`config.mk`:
```
export PLATFORM = sky130hd
export DESIGN_NAME = disc_writer
export DESIGN_NICKNAME = d
export VERILOG_FILES = /design/src/rtl/disc_writer.sv
export SDC_FILE = /design/constraint.sdc
export NUM_CORES = 1
export LEC_CHECK = 0
export ABC_CLOCK_PERIOD_IN_PS = 9150
export CAP_MARGIN = 20
export CORE_ASPECT_RATIO = 1.1
export CORE_UTILIZATION = 50
export DETAILED_ROUTE_END_ITERATION = 10
export HOLD_SLACK_MARGIN = 0.08
export PLACE_DENSITY = 0.67
export SYNTH_ARGS = -nofsm -noshare
export SYNTH_HDL_FRONTEND = slang
export SYNTH_SLANG_ARGS = --single-unit
```
`constraint.sdc`:
```
create_clock -name CLOCK -period 9.15 [get_ports CLOCK]
set_input_delay 1.83 -clock CLOCK [delete_from_list [all_inputs] [get_ports CLOCK]]
set_output_delay 1.83 -clock CLOCK [all_outputs]
set_load 0.05 [all_outputs]
```
`src/rtl/disc_writer.sv`:
```
// Floppy write-stream player: fetches interval words from RAM, times each interval on
// CLKEN ticks and emits a fixed-width write-data pulse at every non-carry terminal count.
module disc_writer #(
    parameter int BITS        = 16,
    parameter int PULSE_WIDTH = 4
) (
    input  logic            CLOCK,
    input  logic            RESET,
    input  logic            CLKEN,
    input  logic            RUN,
    input  logic            FD_INDEX_IN,
    input  logic [BITS-1:0] DATA,
    output logic            RAM_RD,
    output logic            FD_WRDATA,
    output logic            FD_WRGATE,
    output logic            DONE,
    output logic            UNDERRUN
);
    localparam int NW = BITS - 1;
    localparam logic [NW-1:0] CARRY_N = '1;
    localparam logic [NW-1:0] ONE_N   = {{(NW-1){1'b0}}, 1'b1};
    localparam logic [3:0]    PW      = 4'(PULSE_WIDTH);

    typedef enum logic [2:0] {IDLE, FETCH, LOAD, WAIT_INDEX, COUNT, STOP} state_t;

    state_t          state, state_nx;
    logic [BITS-1:0] cur_word, next_word, word_src;
    logic            next_vld, pf_rd, pf_cap;
    logic [NW-1:0]   cnt, interval;
    logic [3:0]      pulse_cnt;
    logic            sync1, sync2, sync3;
    logic            done_r, underrun_r;
    logic            is_carry, idx_edge, terminal, next_avail;
    logic            load_word, start_pf, set_done, set_under;

    function automatic state_t decode(input logic [BITS-1:0] w);
        if (w == '0) return STOP;
        if (w[BITS-1]) return WAIT_INDEX;
        return COUNT;
    endfunction

    always_comb begin
        interval   = cur_word[NW-1:0];
        is_carry   = !cur_word[BITS-1] && (interval == CARRY_N);
        idx_edge   = sync2 && !sync3;
        // The prefetched word may still be on DATA in its capture cycle; use it directly.
        next_avail = next_vld || pf_cap;
        word_src   = (state == LOAD) ? DATA : (next_vld ? next_word : DATA);
        terminal   = ((state == COUNT) && CLKEN && (cnt == interval - ONE_N))
                  || ((state == WAIT_INDEX) && idx_edge && (interval == '0));
        state_nx   = state;
        load_word  = 1'b0;
        set_under  = 1'b0;
        case (state)
            IDLE:  if (RUN) state_nx = FETCH;
            FETCH: state_nx = LOAD;
            LOAD: begin
                load_word = 1'b1;
                state_nx  = decode(DATA);
            end
            WAIT_INDEX, COUNT: begin
                if (terminal) begin
                    if (next_avail) begin
                        load_word = 1'b1;
                        state_nx  = decode(word_src);
                    end else begin
                        set_under = 1'b1;
                        state_nx  = STOP;
                    end
                end else if ((state == WAIT_INDEX) && idx_edge) begin
                    state_nx = COUNT;
                end
            end
            STOP:    state_nx = STOP;
            default: state_nx = IDLE;
        endcase
        set_done = load_word && (word_src == '0);
        start_pf = load_word && (word_src != '0);
        if (!RUN) state_nx = IDLE;
    end

    always_ff @(posedge CLOCK or posedge RESET) begin
        if (RESET) begin
            state      <= IDLE;
            sync1      <= 1'b0;
            sync2      <= 1'b0;
            sync3      <= 1'b0;
            next_vld   <= 1'b0;
            pf_rd      <= 1'b0;
            pf_cap     <= 1'b0;
            cnt        <= '0;
            pulse_cnt  <= '0;
            done_r     <= 1'b0;
            underrun_r <= 1'b0;
        end else begin
            state <= state_nx;
            sync1 <= FD_INDEX_IN;
            sync2 <= sync1;
            sync3 <= sync2;
            if (!RUN) begin
                next_vld   <= 1'b0;
                pf_rd      <= 1'b0;
                pf_cap     <= 1'b0;
                cnt        <= '0;
                pulse_cnt  <= '0;
                done_r     <= 1'b0;
                underrun_r <= 1'b0;
            end else begin
                pf_rd  <= start_pf;
                pf_cap <= pf_rd;
                if (terminal)    next_vld <= 1'b0;
                else if (pf_cap) next_vld <= 1'b1;
                if ((state == COUNT) && !terminal) begin
                    if (CLKEN) cnt <= cnt + ONE_N;
                end else begin
                    cnt <= '0;
                end
                // A new pulse restarts the timer, so back-to-back pulses merge without a gap.
                if (terminal && !is_carry) pulse_cnt <= PW;
                else if (pulse_cnt != 4'd0) pulse_cnt <= pulse_cnt - 4'd1;
                if (set_done)  done_r     <= 1'b1;
                if (set_under) underrun_r <= 1'b1;
            end
        end
    end

    always_ff @(posedge CLOCK) begin
        if (load_word) cur_word  <= word_src;
        if (pf_cap)    next_word <= DATA;
    end

    assign RAM_RD    = (state == FETCH) || pf_rd;
    assign FD_WRDATA = (pulse_cnt != 4'd0);
    assign FD_WRGATE = (state == WAIT_INDEX) || (state == COUNT) || ((state == STOP) && FD_WRDATA);
    assign DONE      = done_r;
    assign UNDERRUN  = underrun_r;
endmodule

```
==> flow_metrics.py, run 1 <==
metrics = {
    "clock_tree": {
        "cts-resized-gates": 0,
        "htree_levels": 3,
        "ctsRootBufferMaster": "clkbuf_8",
        "cts_hold_buffers": 0,
        "clkSlewWorstSetupHoldPaths_ps": 70,
        "cts_buffers": 9,
        "clock_latency_ps": 340,
        "cts_setup_buffers": 0,
        "cts_tree": "yes",
        "cts.sinks": 62,
        "clockBufferDepth": 2,
    },
    "floorplan": {
        "io_pins": 26,
        "rows": 30,
        "core_area_um2": 6310,
        "chipWidth_um": 80.1,
        "die-area_um2": 7040,
        "die_y_um": 87.9,
        "initial_utilization": 0.532,
    },
    "hold_path": {
        "hold_class": "flip-flop to flip-flop",
    },
    "detailed_routing": {
        "vias": 2344,
        "avgViaCountPerCell": 5.65,
        "drc": 0,
        "wire_per_inst_um": 15.5,
        "drt_iter0_markers": 149,
        "ant_nets": 0,
        "drt-pass1-iter-count": 4,
        "wirelength_um": 6430,
    },
    "sta": {
        "maxSlewHeadroom": 0.508,
        "worstMarginPinSlew_ps": 736,
        "slew_viol_final": 0,
        "tns_ps": 0,
        "finalHoldViolations": 0,
        "fin_crit_ps": 4150,
        "finalCritPeriodShare": 0.454,
        "setup_violations": 0,
        "rsz0062_at_grt": "no",
        "finalClockSkew_ps": 10.0,
        "max_freq_mhz": 241,
    },
    "finish": {
        "drive_gt1_frac": 0.116,
        "area_growth_syn_to_layout_pct": 16.2,
        "num-nets-final": 356,
        "antenna_cells": 0,
        "final_cell_area_um2": 3900,
        "post-route-util": 0.618,
        "fillers": 513,
    },
    "global_route": {
        "grt_max_degree": 31,
        "overflow": 0,
        "grt_use_total": 0.205,
        "grt_pass1_vias": 2289,
        "antenna_found_initial": 0,
        "grt_pass1_wl_um": 10800,
    },
    "placement": {
        "dp_hpwl_um": 4710,
        "routabilityCongestion": 0.812,
        "portBuffers": 25,
        "postPlaceCellArea_um2": 3650,
    },
    "power": {
        "power_mw": 0.853,
        "ir_drop_v": 0.000109,
        "power_leakage_nw": 1.47,
        "power_density_nw_per_um2": 219,
    },
    "yosys": {
        "ys_seq_elements": 62,
        "ys_warn_count": 0,
        "yosysSeqAreaShare": 0.510,
        "synth.distinct_cells": 52,
        "synth_top_area_cell": "edfxtp_1",
        "syn-num-nets": 330,
        "async_flop_share": 0.484,
        "synth_area_leaders": "edfxtp_1, dfrtp_1, mux2_2",
        "synth_edf_count": 32,
        "synth_area_per_cell_um2": 11.0,
        "synth_area_um2": 3350,
        "synth_ff_type": "edfxtp_1",
        "syn-instance-count": 304,
        "synth_top_area_frac": 0.287,
    },
    "status": {
        "outcome": "completed",
    },
    "critical_path": {
        "rrSetupSlack_ps": 5660,
        "critPathRequiredTime_ps": 7320,
        "crit_path_end": "FD_WRGATE",
        "r2r_end": "cur_word[14]",
        "timing.critical_path.from": "pulse_cnt[0]",
        "cp_max_fo": 5,
        "cp-start-kind": "flip-flop",
        "r2r_cells": 9,
        "r2r_start": "cur_word[0]",
        "crit_type": "flip-flop to primary output",
        "arrival_ps": 2320,
        "cp-end-kind": "primary output",
    },
    "run": {
        "max_cap_violations": 0,
    },
}
## registers in the layout (all words and copies together), names as in the netlist
name	flops
UNDERRUN	1
sync3	1
pulse_cnt	4
cur_word	16
pf_cap	1
DONE	1
next_word	16
cnt	15
next_vld	1
sync2	1
sync1	1
state	3
pf_rd	1
## placed cells by master, fill, tap and decap left out, types with 3 or more instances in the layout
cell type	instances
nor4_1	13
clkbuf_8	9
nand2b_1	6
nand3_1	3
ha_1	5
or3_1	3
o31ai_1	4
inv_1	13
dfrtp_1	30
nor3b_1	4
bufinv_16	3
clkdlybuf4s50_1	25
edfxtp_1	32
nor2b_1	6
o21a_1	3
a21oi_1	8
a311oi_1	3
nand2_1	17
nor2_1	33
nor3_1	7
o21ai_0	3
nand4_1	12
and3_1	5
mux2_2	14
xnor2_1	16
xor2_1	18
mux2i_1	3
## per-layer routing
layer / routed length, um / global-route usage / share of wire
met1: 3100 / 0.272 / 0.48
met2: 3010 / 0.323 / 0.47
met5: 0 / 0 / 0
met3: 206 / 0.0417 / 0.032
met4: 110 / 0.101 / 0.017
## worst max-delay path, cell delays in order (launching register included)
cell	delay, ps
dfrtp_1	380
inv_1	70
ha_1	210
nor2b_1	140
nand2b_1	170
o21ai_0	100
o21ai_0	80
clkdlybuf4s50_1	820
## report_power, final
part / leakage (nW) / switching, mW / total [mW] / internal, mW
Combinational: 0.652 / 0.112 / 0.195 / 0.0830
Sequential: 0.696 / 0.0366 / 0.364 / 0.327
Clock: 0.124 / 0.112 / 0.294 / 0.182
## how the worst min path moves through the flow
stage	start	end	cells past startpoint
after CTS	sync1	sync2	0
after floorplan	sync1	sync2	0
after global placement	sync1	sync2	0
after global routing	sync1	sync2	0
final	sync1	sync2	0
after detailed placement	sync1	sync2	0
## cells in the mapped netlist, types with 2 or more instances
| cell type | instances |
|---|---|
| nor2_1 | 33 |
| edfxtp_1 | 32 |
| dfrtp_1 | 30 |
| xor2_1 | 18 |
| nand2_1 | 17 |
| xnor2_1 | 16 |
| mux2_2 | 14 |
| inv_1 | 13 |
| nor4_1 | 13 |
| nand4_1 | 12 |
| a21oi_1 | 8 |
| clkbuf_1 | 7 |
| nor3_1 | 7 |
| nand2b_1 | 6 |
| nor2b_1 | 6 |
| and3_1 | 5 |
| ha_1 | 5 |
| nor3b_1 | 4 |
| o31ai_1 | 4 |
| a311oi_1 | 3 |
| mux2i_1 | 3 |
| nand3_1 | 3 |
| o21a_1 | 3 |
| o21ai_0 | 3 |
| or3_1 | 3 |
| a211oi_1 | 2 |
| and2_1 | 2 |
| buf_2 | 2 |
| buf_6 | 2 |
| nand4b_1 | 2 |
| nor4_4 | 2 |
| o211a_1 | 2 |
| o21ai_1 | 2 |
| or4_1 | 2 |
## cell type report
class	instances	area, um^2	area share
Tap cell	80	100	0.0257
Clock buffer	9	124	0.0318
Timing Repair Buffer	26	258	0.0661
Inverter	13	48.8	0.0125
Sequential cell	62	1710	0.439
Multi-Input combinational cell	218	1530	0.394
Clock inverter	7	121	0.0311
## kinds of logic after synthesis
logic type | after synthesis | synth area share
adders and majority gates | 5 | 0.0187
AOI/OAI and AO/OA | 36 | 0.0765
buffers and inverters | 24 | 0.0321
DFF | 62 | 0.510
xor gates and xnor gates | 34 | 0.0888
and+or+nand+nor | 126 | 0.218
muxes | 17 | 0.0560
## metrics by stage
| stage | hold WS [ps] | worst slack (ps) | cells |
|---|---|---|---|
| after global routing | 362 | 4870 | 415 |
| final | 352 | 5000 | 415 |
| after detailed placement | 335 | 4680 | 399 |
| after global placement | 332 | 4730 | 399 |
| after CTS | 351 | 4960 | 415 |
| after floorplan | 331 | 5350 | 304 |
No activity file was read; power rests on OpenSTA's default activity.
==> inputs of run 2 (changes only) <==
ABC_CLOCK_PERIOD_IN_PS = 4200   (was 9150)
clock period = 4.2 ns   (was 9.15 ns; I/O delays follow)
==> run 2 against run 1 <==
First-iteration DRC count grew 5.4%. Clock skew shrank 3.0 ps. Utilization shrank 0.26 points. Global-route usage grew 0.91 points. Register-to-register slack lost 4800 ps. Combinational power grew 120%. Critical path type is now flip-flop to flip-flop. Critical endpoint is now cur_word[6]. Largest power group unchanged.
==> flow_metrics.py, run 2 (same netlist as run 1, synthesis figures left out) <==
metrics = {
    "global_route": {
        "grt_pass1_vias": 2347,
        "grt_max_degree": 31,
        "overflow": 0,
        "grt_use_total": 0.215,
        "antenna_found_initial": 0,
        "grt_pass1_wl_um": 11200,
    },
    "detailed_routing": {
        "drc": 0,
        "wire_per_inst_um": 16.1,
        "wirelength_um": 6720,
        "ant_nets": 0,
        "drt-pass1-iter-count": 4,
        "vias": 2375,
        "drt_iter0_markers": 157,
        "avgViaCountPerCell": 5.71,
    },
    "run": {
        "max_cap_violations": 0,
    },
    "power": {
        "power_mw": 1.81,
        "p_int_mw": 1.23,
        "p_switching_mw": 0.580,
        "power_leakage_nw": 1.46,
        "pwr-share-seq": 0.437,
        "p_comb_frac": 0.239,
        "p_clk_frac": 0.324,
        "power_density_nw_per_um2": 467,
        "swShare": 0.320,
        "ir_drop_v": 0.000259,
    },
    "critical_path": {
        "cp-end-kind": "flip-flop",
        "cp-start-kind": "flip-flop",
        "critPathRequiredTime_ps": 4180,
        "cp_slowest_cell": "nand2_1",
        "arrival_ps": 3370,
        "cp_max_fo": 17,
        "rrSetupSlack_ps": 810,
        "crit_type": "flip-flop to flip-flop",
        "r2r_start": "cur_word[3]",
        "worstPathCellList": "nor4_4 -> nand3_2 -> or4_1 -> a22o_1 -> nor4_4 -> o22ai_1 -> nand2_1",
        "r2r_cells": 7,
        "r2r_end": "cur_word[6]",
        "timing.critical_path.from": "cur_word[3]",
        "cp_common_cell": "nor4_4",
        "cp_slowest_stage_delay_ps": 530,
    },
    "finish": {
        "largestRegisters": "cur_word: 16 flops, next_word: 16 flops, cnt: 15 flops",
        "num-nets-final": 357,
        "area_growth_syn_to_layout_pct": 15.7,
        "final_common_cell": "nor2_1",
        "final_cell_mix": "nor2_1, edfxtp_1, dfrtp_1",
        "final_cells": 416,
        "antenna_cells": 0,
        "drive_gt1_frac": 0.119,
        "fillers": 539,
        "final_cell_area_um2": 3880,
        "post-route-util": 0.615,
    },
    "sta": {
        "max_freq_mhz": 295,
        "tns_ps": 0,
        "maxSlewHeadroom": 0.495,
        "rsz0062_at_grt": "no",
        "setup_violations": 0,
        "finalClockSkew_ps": 7.04,
        "finalHoldViolations": 0,
        "slew_viol_final": 0,
        "worstMarginPinSlew_ps": 752,
        "finalCritPeriodShare": 0.807,
        "fin_crit_ps": 3390,
    },
    "placement": {
        "dp_hpwl_um": 4850,
        "portBuffers": 25,
        "postPlaceCellArea_um2": 3660,
        "routabilityCongestion": 0.827,
        "place_inst": 400,
    },
    "clock_tree": {
        "cts_buffers": 9,
        "clockBufferDepth": 2,
        "clkSlewWorstSetupHoldPaths_ps": 70,
        "cts.sinks": 62,
        "cts_hold_buffers": 0,
        "ctsRootBufferMaster": "clkbuf_8",
        "htree_levels": 3,
        "cts_setup_buffers": 0,
        "cts-resized-gates": 0,
        "clock_latency_ps": 350,
        "cts_tree": "yes",
    },
    "floorplan": {
        "die_y_um": 87.9,
        "rows": 30,
        "die-area_um2": 7040,
        "core_area_um2": 6310,
        "chipWidth_um": 80.1,
        "io_pins": 26,
        "initial_utilization": 0.532,
    },
    "status": {
        "outcome": "completed",
    },
    "hold_path": {
        "min_from": "sync1",
        "whs_endpoint": "sync2",
        "hold_class": "flip-flop to flip-flop",
        "hold_depth": 0,
    },
}
-- run 2: cell count changes in the layout (fill, tap and decap cells not counted), sizes merged --
cell	change
bufinv	-1
clkinv	-1
clkinvlp	+2
buf	+1
-- run 2: metrics by stage --
stage | hold slack (ps) | setup slack, ps
after CTS | 360 | 763
after global routing | 373 | 571
after floorplan | 331 | 1150
after detailed placement | 343 | 754
after global placement | 333 | 780
final | 359 | 811
-- run 2: area by class of cell --
type,count,area [um^2],area share
flip-flops and latches,62,1710,0.441
multi-input cells,218,1530,0.395
repair buffers,27,265,0.0683
clock buffers,9,124,0.0319
well taps,80,100,0.0258
clock inverters,7,97.6,0.0251
inverters,13,48.8,0.0126
-- run 2: critical path, delay by kind of cell, from the launching register on --
family,cells,cell delay (ps)
AO/OA/AOI/OAI,2,380
AND/OR/NAND/NOR,5,2110
flip-flops,1,520
-- run 2: how the worst max path moves through the flow --
stage	endpoint	slack (ps)	cells after the start
6_report	cur_word[6]	810	7
5_1_grt	cur_word[10]	570	7
4_1_cts	cur_word[7]	760	7
3_5_place_dp	cur_word[6]	750	7
3_3_place_gp	cur_word[5]	780	7
2_1_floorplan	cur_word[0]	1150	8
-- run 2: routing by layer --
layer | share of wire | wire [um] | track usage | vias to the layer above
li1 | - | - | - | 1165
met1 | 0.46 | 3110 | 0.277 | 1149
met2 | 0.48 | 3200 | 0.342 | 47
met3 | 0.037 | 247 | 0.0563 | 14
met4 | 0.024 | 158 | 0.0942 | 0
met5 | 0 | 0 | 0 | -
-- run 2: power groups by stage --
stage	Sequential (mW)	Clock [mW]	Combinational (mW)
2_1_floorplan	0.763	0	0.351
3_3_place_gp	0.802	0	0.426
3_5_place_dp	0.805	0	0.433
4_1_cts	0.792	0.596	0.438
5_1_grt	0.805	0.625	0.477
6_report	0.793	0.587	0.433
==> inputs of run 3 (changes only) <==
ABC_CLOCK_PERIOD_IN_PS = 3300   (was 4200)
clock period = 3.3 ns   (was 4.2 ns; I/O delays follow)
==> run 3 against run 2 <==
Worst hold slack better by 7.9 ps. Sequential share of layout area fell by 0.41 points. Critical path type unchanged. Highest routed layer unchanged. Final cell count is 2.2% higher. Sequential power grew 26%.
==> flow_metrics.py, run 3 (same netlist as run 1, synthesis figures left out) <==
metrics = {
    "status": {
        "outcome": "completed",
    },
    "global_route": {
        "grt_max_degree": 31,
        "overflow": 0,
        "grt_pass1_wl_um": 11400,
        "use_met1": 0.280,
        "grt_pass1_vias": 2399,
        "antenna_found_initial": 0,
        "grt-busiest-layer": "met2",
        "grt_use_met3": 0.0573,
        "grt_use_total": 0.219,
        "grtUsageMet2": 0.353,
    },
    "critical_path": {
        "cp-end-kind": "flip-flop",
        "crit_type": "flip-flop to flip-flop",
        "cp-start-kind": "flip-flop",
        "critPathRequiredTime_ps": 3330,
        "cp_max_fo": 17,
        "cp_slowest_stage_delay_ps": 490,
        "cp_slowest_cell": "edfxtp_1",
        "arrival_ps": 3030,
        "worstPathCellList": "inv_1 -> ha_1 -> nor2b_1 -> nand3_2 -> or4_1 -> a22o_1 -> nor4_4 -> o22ai_1 -> nand2_1 -> buf_4",
    },
    "detailed_routing": {
        "drt_iter0_markers": 138,
        "drt-pass1-iter-count": 4,
        "ant_nets": 0,
        "drc": 0,
        "wire_per_inst_um": 16.0,
        "avgViaCountPerCell": 5.64,
        "wirelength_um": 6810,
        "vias": 2397,
    },
    "sta": {
        "max_freq_mhz": 333,
        "setup_violations": 0,
        "rsz0062_at_grt": "no",
        "slew_viol_final": 0,
        "finalHoldViolations": 0,
        "finalClockSkew_ps": 11.6,
        "fin_crit_ps": 3000,
        "finalCritPeriodShare": 0.909,
        "worstMarginPinSlew_ps": 569,
        "tns_ps": 0,
        "maxSlewHeadroom": 0.619,
    },
    "clock_tree": {
        "cts_setup_buffers": 0,
        "ctsRootBufferMaster": "clkbuf_8",
        "clockBufferDepth": 2,
        "htree_levels": 3,
        "cts_hold_buffers": 0,
        "cts-resized-gates": 0,
        "cts_buffers": 9,
        "clock_latency_ps": 340,
        "cts.sinks": 62,
        "cts_tree": "yes",
        "clkSlewWorstSetupHoldPaths_ps": 70,
    },
    "placement": {
        "portBuffers": 25,
        "postPlaceCellArea_um2": 3730,
        "dp_hpwl_um": 5100,
        "place_inst": 409,
        "routabilityCongestion": 0.816,
    },
    "power": {
        "pwr-share-seq": 0.448,
        "ir_drop_v": 0.000415,
        "p_comb_frac": 0.264,
        "power_mw": 2.22,
        "p_int_mw": 1.50,
        "power_density_nw_per_um2": 567,
        "swShare": 0.323,
        "p_clk_frac": 0.288,
        "power_leakage_nw": 1.50,
        "p_switching_mw": 0.719,
    },
    "finish": {
        "post-route-util": 0.621,
        "largestRegisters": "cur_word: 16 flops, next_word: 16 flops, cnt: 15 flops",
        "final_common_cell": "nor2_1",
        "final_cells": 425,
        "final_cell_mix": "nor2_1, edfxtp_1, dfrtp_1",
        "final_cell_area_um2": 3920,
        "antenna_cells": 0,
        "area_growth_syn_to_layout_pct": 16.8,
        "num-nets-final": 366,
        "drive_gt1_frac": 0.139,
        "fillers": 525,
    },
    "floorplan": {
        "rows": 30,
        "io_pins": 26,
        "initial_utilization": 0.532,
        "die-area_um2": 7040,
        "core_area_um2": 6310,
        "chipWidth_um": 80.1,
        "die_y_um": 87.9,
    },
    "run": {
        "max_cap_violations": 0,
    },
    "hold_path": {
        "hold_class": "flip-flop to flip-flop",
    },
}
-- run 3: changes by cell type in the layout (fill, tap and decap cells not counted) --
| cell | previous run | this run |
|---|---|---|
| buf_4 | 2 | 11 |
| bufinv_16 | 2 | 1 |
| clkbuf_1 | 0 | 1 |
| clkinv_2 | 1 | 3 |
| clkinv_4 | 1 | 2 |
| clkinvlp_4 | 2 | 0 |
| inv_6 | 1 | 0 |
-- run 3: metal layers --
layer,vias up,part of all wire
met1,1151,0.46
li1,1183,-
met2,53,0.49
met5,-,0
met4,0,0.018
met3,10,0.035
-- run 3: final timing paths --
check	cells past startpoint	endpoint	slack [ps]	start
worst min-delay path	0	sync2	370	sync1
worst max register to register	10	cur_word[4]	300	cur_word[0]
worst max-delay path	10	cur_word[4]	300	cur_word[0]
max in group asynchronous	3	cnt[0]	2320	RESET
worst min register to register	0	sync2	370	sync1
min in group asynchronous	3	cnt[2]	690	RESET
-- run 3: final cells by class --
cell class / instances / area [um^2] / share of cell area
clock inverters: 6 / 62.6 / 0.0160
flip-flops and latches: 62 / 1710 / 0.437
multi-input cells: 218 / 1530 / 0.392
clock buffers: 10 / 128 / 0.0326
well taps: 80 / 100 / 0.0256
inverters: 13 / 48.8 / 0.0125
repair buffers: 36 / 333 / 0.0850
-- run 3: metrics by stage --
step	hold slack, ps	setup WS [ps]
finish	367	299
floorplan	331	252
global placement	333	415
global route	370	122
CTS	371	300
detailed placement	354	320
-- run 3: worst max-delay path, delay by kind of cell, from the launching register on --
| family | cells | cell delay (ps) |
|---|---|---|
| AND/OR/NAND/NOR | 5 | 1250 |
| flip-flops | 1 | 490 |
| AO/OA/AOI/OAI | 2 | 380 |
| buffers and inverters | 2 | 330 |
| adder cells (fa/ha/maj) | 1 | 230 |
-- run 3: power by group through the flow --
stage	clock [mW]	combinational, mW	sequential, mW
CTS	0.654	0.587	0.994
floorplan	0	0.446	0.972
global route	0.694	0.638	1.01
detailed placement	0	0.584	1.01
global placement	0	0.576	1.01
finish	0.641	0.586	0.996
==> patch 1, RTL diff (settings of run 3) <==
Re-encode `state_t` (6 states) as one-hot, 6 bits wide.
--- a/src/rtl/disc_writer.sv
+++ b/src/rtl/disc_writer.sv
@@ -23,3 +23,3 @@
 
-    typedef enum logic [2:0] {IDLE, FETCH, LOAD, WAIT_INDEX, COUNT, STOP} state_t;
+    typedef enum logic [5:0] {IDLE = 6'b000001, FETCH = 6'b000010, LOAD = 6'b000100, WAIT_INDEX = 6'b001000, COUNT = 6'b010000, STOP = 6'b100000} state_t;
 
Formal check against the unedited RTL: no difference found for any inputs over 10 cycles, from zero or initial values and one cycle with RESET high; not proved beyond that.
==> patch 1 against run 3 <==
Global-route usage fell by 0.074 points; area after synthesis up 8.2%; wire length increased by 8.5%; design area increased by 10%; critical endpoint is now cur_word[3]; setup slack got worse by 0.13 ns; clock skew shrank 0.0037 ns; sequential cell count grew 3; largest cell class unchanged.
Power is not compared: it rests on default switching activity, and its combinational part moved more than twofold at a synthesized area within 25%.
==> patch 1: results (changes against run 3) <==
detailed_routing:
  drt-vias-per-instance: 5.702  # +1.1%
  wl_per_cell_um: 15.73  # -1.9%
  wirelength_um: 7392  # +8.5%
  drt_iter0_drc: 179  # +30%
  ant_nets: 0  # unchanged
placed_design:
  gp_congestion: 0.8364  # +2.5%
  placed_area_um2: 4099  # +10%
  post-dp-hpwl_um: 5489  # +7.7%
  dpl.cell_count: 454  # +11%
synth:
  synth-adder-area-share_pct: 1.724  # -0.14 points
  syn-num-nets: 364  # +10%
  synth.area.mux_share_pct: 5.550  # -0.047 points
  synth_ff_type: "edfxtp_1"
  synth_compound_area_share_pct: 9.135  # +1.5 points
  synth_xor_xnor_area_share_pct: 7.963  # -0.92 points
  seq_area_frac_synth_pct: 49.26  # -1.8 points
  yosysUniqueCellTypes: 59  # +13%
  async_flop_share_pct: 50.77  # +2.4 points
  synth_commonest_cells: "42 x nor2_1, 32 x dfrtp_1, 32 x edfxtp_1"
  synth_edf_count: 32  # unchanged
  yosys-top-cells-area: "edfxtp_1 26%, dfrtp_1 22%, mux2_2 5.3%"
  netlist_instances: 338  # +11%
clocking:
  worstSkewPairLatency_ns: 0.35
  post_cts_buffers: 0  # unchanged
pwr:
  p_leak_nw: 1.595
  vdd_drop_max_mv: 0.3079
cells_and_area:
  fill_cells: 581  # +11%
  nets: 406  # +11%
  drive_gt1_share_pct: 18.44  # +4.5 points
grt:
  grt_max_degree: 34  # +9.7%
  antenna_found_initial: 0  # unchanged
  grt_pass1_wl_um: 12910  # +13%
  track_usage_pct: 21.78  # -0.074 points
run_status:
  outcome: "finished, final reports clean"
critical_path:
  cp_slowest_cell: "or4_4"
  arrival_ns: 3.19  # +0.16 ns
  worst_r2r_path_depth: 8  # -2
  worst-path-max-fanout: 16  # -1
  cp_slowest_stage_delay_ns: 0.59  # +0.10 ns
timing:
  fin_skew_ns: 0.007942  # -0.003693 ns
  worst_pin_slew_ns: 0.6833  # +0.1140 ns
## patch 1: changes by cell type in the layout (fill, tap and decap cells not counted), moves of 4 or more
cell / delta
nand3_1: +6
xor2_1: -5
buf_4: +11
xnor2_1: +4
nor2_1: +9
## patch 1: layer usage
metal / track usage [%] / vias up / part of all wire, %
li1: - / 1326 / -
met4: 9.626 / 0 / 1.8
met1: 27.73 / 1290 / 46
met3: 5.636 / 11 / 3.4
met2: 34.97 / 53 / 48
met5: 0 / - / 0
## patch 1: worst max-delay path, delay by kind of cell (launching register included)
family / cells / cell delay (ns)
buffers and inverters: 1 / 0.17
AND/OR/NAND/NOR: 4 / 1.64
AO/OA/AOI/OAI: 3 / 0.65
flip-flops: 1 / 0.39
## patch 1: metrics by stage
stage	utilization, %	setup WS [ns]	total power, mW
after floorplan	-	0.05513	1.113
after global placement	58.50	0.1702	1.197
after detailed placement	58.50	0.1527	1.207
after CTS	61.48	0.1495	1.901
after global routing	61.48	0.02945	1.970
final	61.48	0.1675	1.879
## patch 1: what timing repair did
action / 4_1_cts / 5_1_grt
hold buffers: 0 / 0
resized for setup: 1 / 0
endpoints found under the setup margin: 1 / 0
## patch 1: logic make-up (layout without fill, tap and decap cells)
logic type,after synthesis,count (layout)
adders and majority gates,5,5
xor gates and xnor gates,33,33
and+or+nand+nor,147,147
AOI/OAI and AO/OA,43,43
DFF,65,65
buffers and inverters,27,74
muxes,18,18
## patch 1: area by class of cell
type | instances | area (um^2) | share of cell area, %
Clock inverter | 4 | 32.53 | 0.7552
Sequential cell | 65 | 1788 | 41.50
Inverter | 10 | 37.54 | 0.8713
Multi-Input combinational cell | 246 | 1732 | 40.20
Tap cell | 85 | 106.4 | 2.469
Timing Repair Buffer | 48 | 434.2 | 10.08
Clock buffer | 12 | 177.7 | 4.124
## patch 1: final timing paths
check                             from     endpoint  slack (ns)
hold reg to reg                  sync1        sync2        0.35
max in group asynchronous        RESET     state[0]        2.27
hold / removal                   sync1        sync2        0.35
setup / recovery           cur_word[5]  cur_word[3]        0.17
setup reg to reg           cur_word[5]  cur_word[3]        0.17
min in group asynchronous        RESET       cnt[2]        0.70
## patch 1: report_power, final
part	internal (mW)	switching [mW]
clock network	0.367	0.324
logic	0.123	0.154
registers	0.884	0.0272
==> patch 2, RTL diff (config.mk and constraints of run 3) <==
Made on the original files. The parameter `BITS` goes from 16 to 14.
--- a/src/rtl/disc_writer.sv
+++ b/src/rtl/disc_writer.sv
@@ -3,3 +3,3 @@
 module disc_writer #(
-    parameter int BITS        = 16,
+    parameter int BITS        = 14,
     parameter int PULSE_WIDTH = 4
Ports: changed (resized DATA); port bits go from 26 to 24. The function was not compared with the original's and may differ.
==> patch 2 against run 3 <==
Clock power decreased by 39%; critical path type unchanged; non-clock buffer count decreased by 10; wire length decreased by 17%; sequential cell count decreased by 6; via count decreased by 12%; area after synthesis decreased by 10%; global-route usage decreased by 2.1 points; power decreased by 27%; setup slack improved by 0.012 ns; design area decreased by 13%.
==> patch 2: results (changes against run 3) <==
grt:
  track_usage_pct: 19.74  # -2.1 points
  grt_pass1_wl_um: 9425  # -17%
  gr-usage-met3_pct: 3.641  # -2.1 points
  met1_usage_pct: 27.40  # -0.62 points
  met2_usage_pct: 30.09  # -5.2 points
  antenna_found_initial: 0  # unchanged
  grt_pass1_vias: 1988  # -17%
  grt_max_degree: 29  # -6.5%
pwr:
  power.internal_mw: 1.107  # -26%
  p_leak_nw: 1.295  # -14%
  vdd_drop_max_mv: 0.2185  # -47%
clocking:
  cts_buffers: 5  # -4
  h-tree-depth: 2  # -1
  postCtsResizedCells: 0  # unchanged
  clk_pin_slew_ns: 0.11  # +0.04 ns
  worstSkewPairLatency_ns: 0.32  # -0.02 ns
  cts_root_buffer: "clkbuf_8"
  post_cts_buffers: 0  # unchanged
  clockBufferDepth: 2  # unchanged
timing:
  fin_skew_ns: 0.009646  # -0.001989 ns
  worst_pin_slew_ns: 0.5618  # -0.007605 ns
placed_design:
  post-place-ws_ns: 0.3420  # +0.02159 ns
  portBuffers: 23  # -8.0%
  post-dp-hpwl_um: 4139  # -19%
  gp_congestion: 0.8269  # +1.3%
synth:
  synth_edf_count: 28  # -13%
  synth_ff_type: "edfxtp_1"
  async_flop_share_pct: 50.00  # +1.6 points
  syn-num-nets: 303  # -8.2%
  synth_commonest_cells: "36 x nor2_1, 28 x dfrtp_1, 28 x edfxtp_1"
  seq_area_frac_synth_pct: 51.35  # +0.31 points
  ys_warn_count: 0  # unchanged
  yosys-top-cells-area: "edfxtp_1 28%, dfrtp_1 23%, xnor2_1 5.0%"
  yosysUniqueCellTypes: 53  # +1.9%
detailed_routing:
  drt_iter0_drc: 140  # +1.4%
  dr.pass1.iters: 4  # unchanged
  vias: 2110  # -12%
  wirelength_um: 5630  # -17%
run_status:
  outcome: "finished, final reports clean"
cells_and_area:
  antenna_cells: 0  # unchanged
  fill_cells: 487  # -7.2%
  nets: 327  # -11%
  drive_gt1_share_pct: 9.868  # -4.0 points
  top_regs: "cur_word: 14 flops, next_word: 14 flops, cnt: 13 flops"
critical_path:
  startpoint: "cur_word[0]"
  worst-path-max-fanout: 15  # -2
  arrival_ns: 2.96  # -0.07 ns
hold_path:
  hp-start: "sync1"
  min_path_type: "flop to flop"
[patch 2: cell families after synthesis]
kind of cell,count (synthesis),share of synthesized area (%)
AO/OA/AOI/OAI,39,9.712
XOR/XNOR,30,8.754
adder cells (fa/ha/maj),5,2.084
buffers and inverters,24,3.459
flip-flops,56,51.35
multiplexers,18,6.378
AND/OR/NAND/NOR,107,18.26
[patch 2: worst max-delay path: stages (launching register included)]
cell	delay, ns
edfxtp_1	0.48
inv_1	0.10
ha_1	0.19
nor2b_2	0.28
nand2_2	0.14
xnor2_1	0.15
o41ai_1	0.28
o21ai_1	0.10
o41a_1	0.48
o21ai_4	0.43
[patch 2: routing by layer]
layer	share of wire (%)	wire (um)
met4	2.6	147
met1	48	2676
met3	2.6	145
met2	47	2660
met5	0	0
[patch 2: power by group through the flow]
stage | sequential [mW] | clock [mW] | combinational (mW)
floorplan | 0.835 | 0 | 0.291
global placement | 0.853 | 0 | 0.379
detailed placement | 0.854 | 0 | 0.385
CTS | 0.840 | 0.404 | 0.386
global route | 0.847 | 0.421 | 0.428
finish | 0.840 | 0.391 | 0.382
[patch 2: per-stage QoR]
step	area (um^2)	cells
floorplan	3002	279
global placement	3303	373
detailed placement	3303	373
CTS	3393	381
global route	3393	381
finish	3393	381
[patch 2: path summary, 6_finish.rpt]
kind	endpoint	slack [ns]	cells past startpoint
worst max-delay path	cur_word[6]	0.31	9
worst min-delay path	sync2	0.36	0
worst max register to register	cur_word[6]	0.31	9
worst min register to register	sync2	0.36	0
max in group asynchronous	state[1]	2.32	3
min in group asynchronous	sync2	0.71	3
[patch 2: cell type report]
cell class              instances  share of cell area, %
well taps                      77                  2.839
inverters                      15                  1.659
repair buffers                 26                  7.448
clock buffers                   6                  2.139
flip-flops and latches         56                  45.43
clock inverters                 2                 0.5162
multi-input cells             199                  39.97
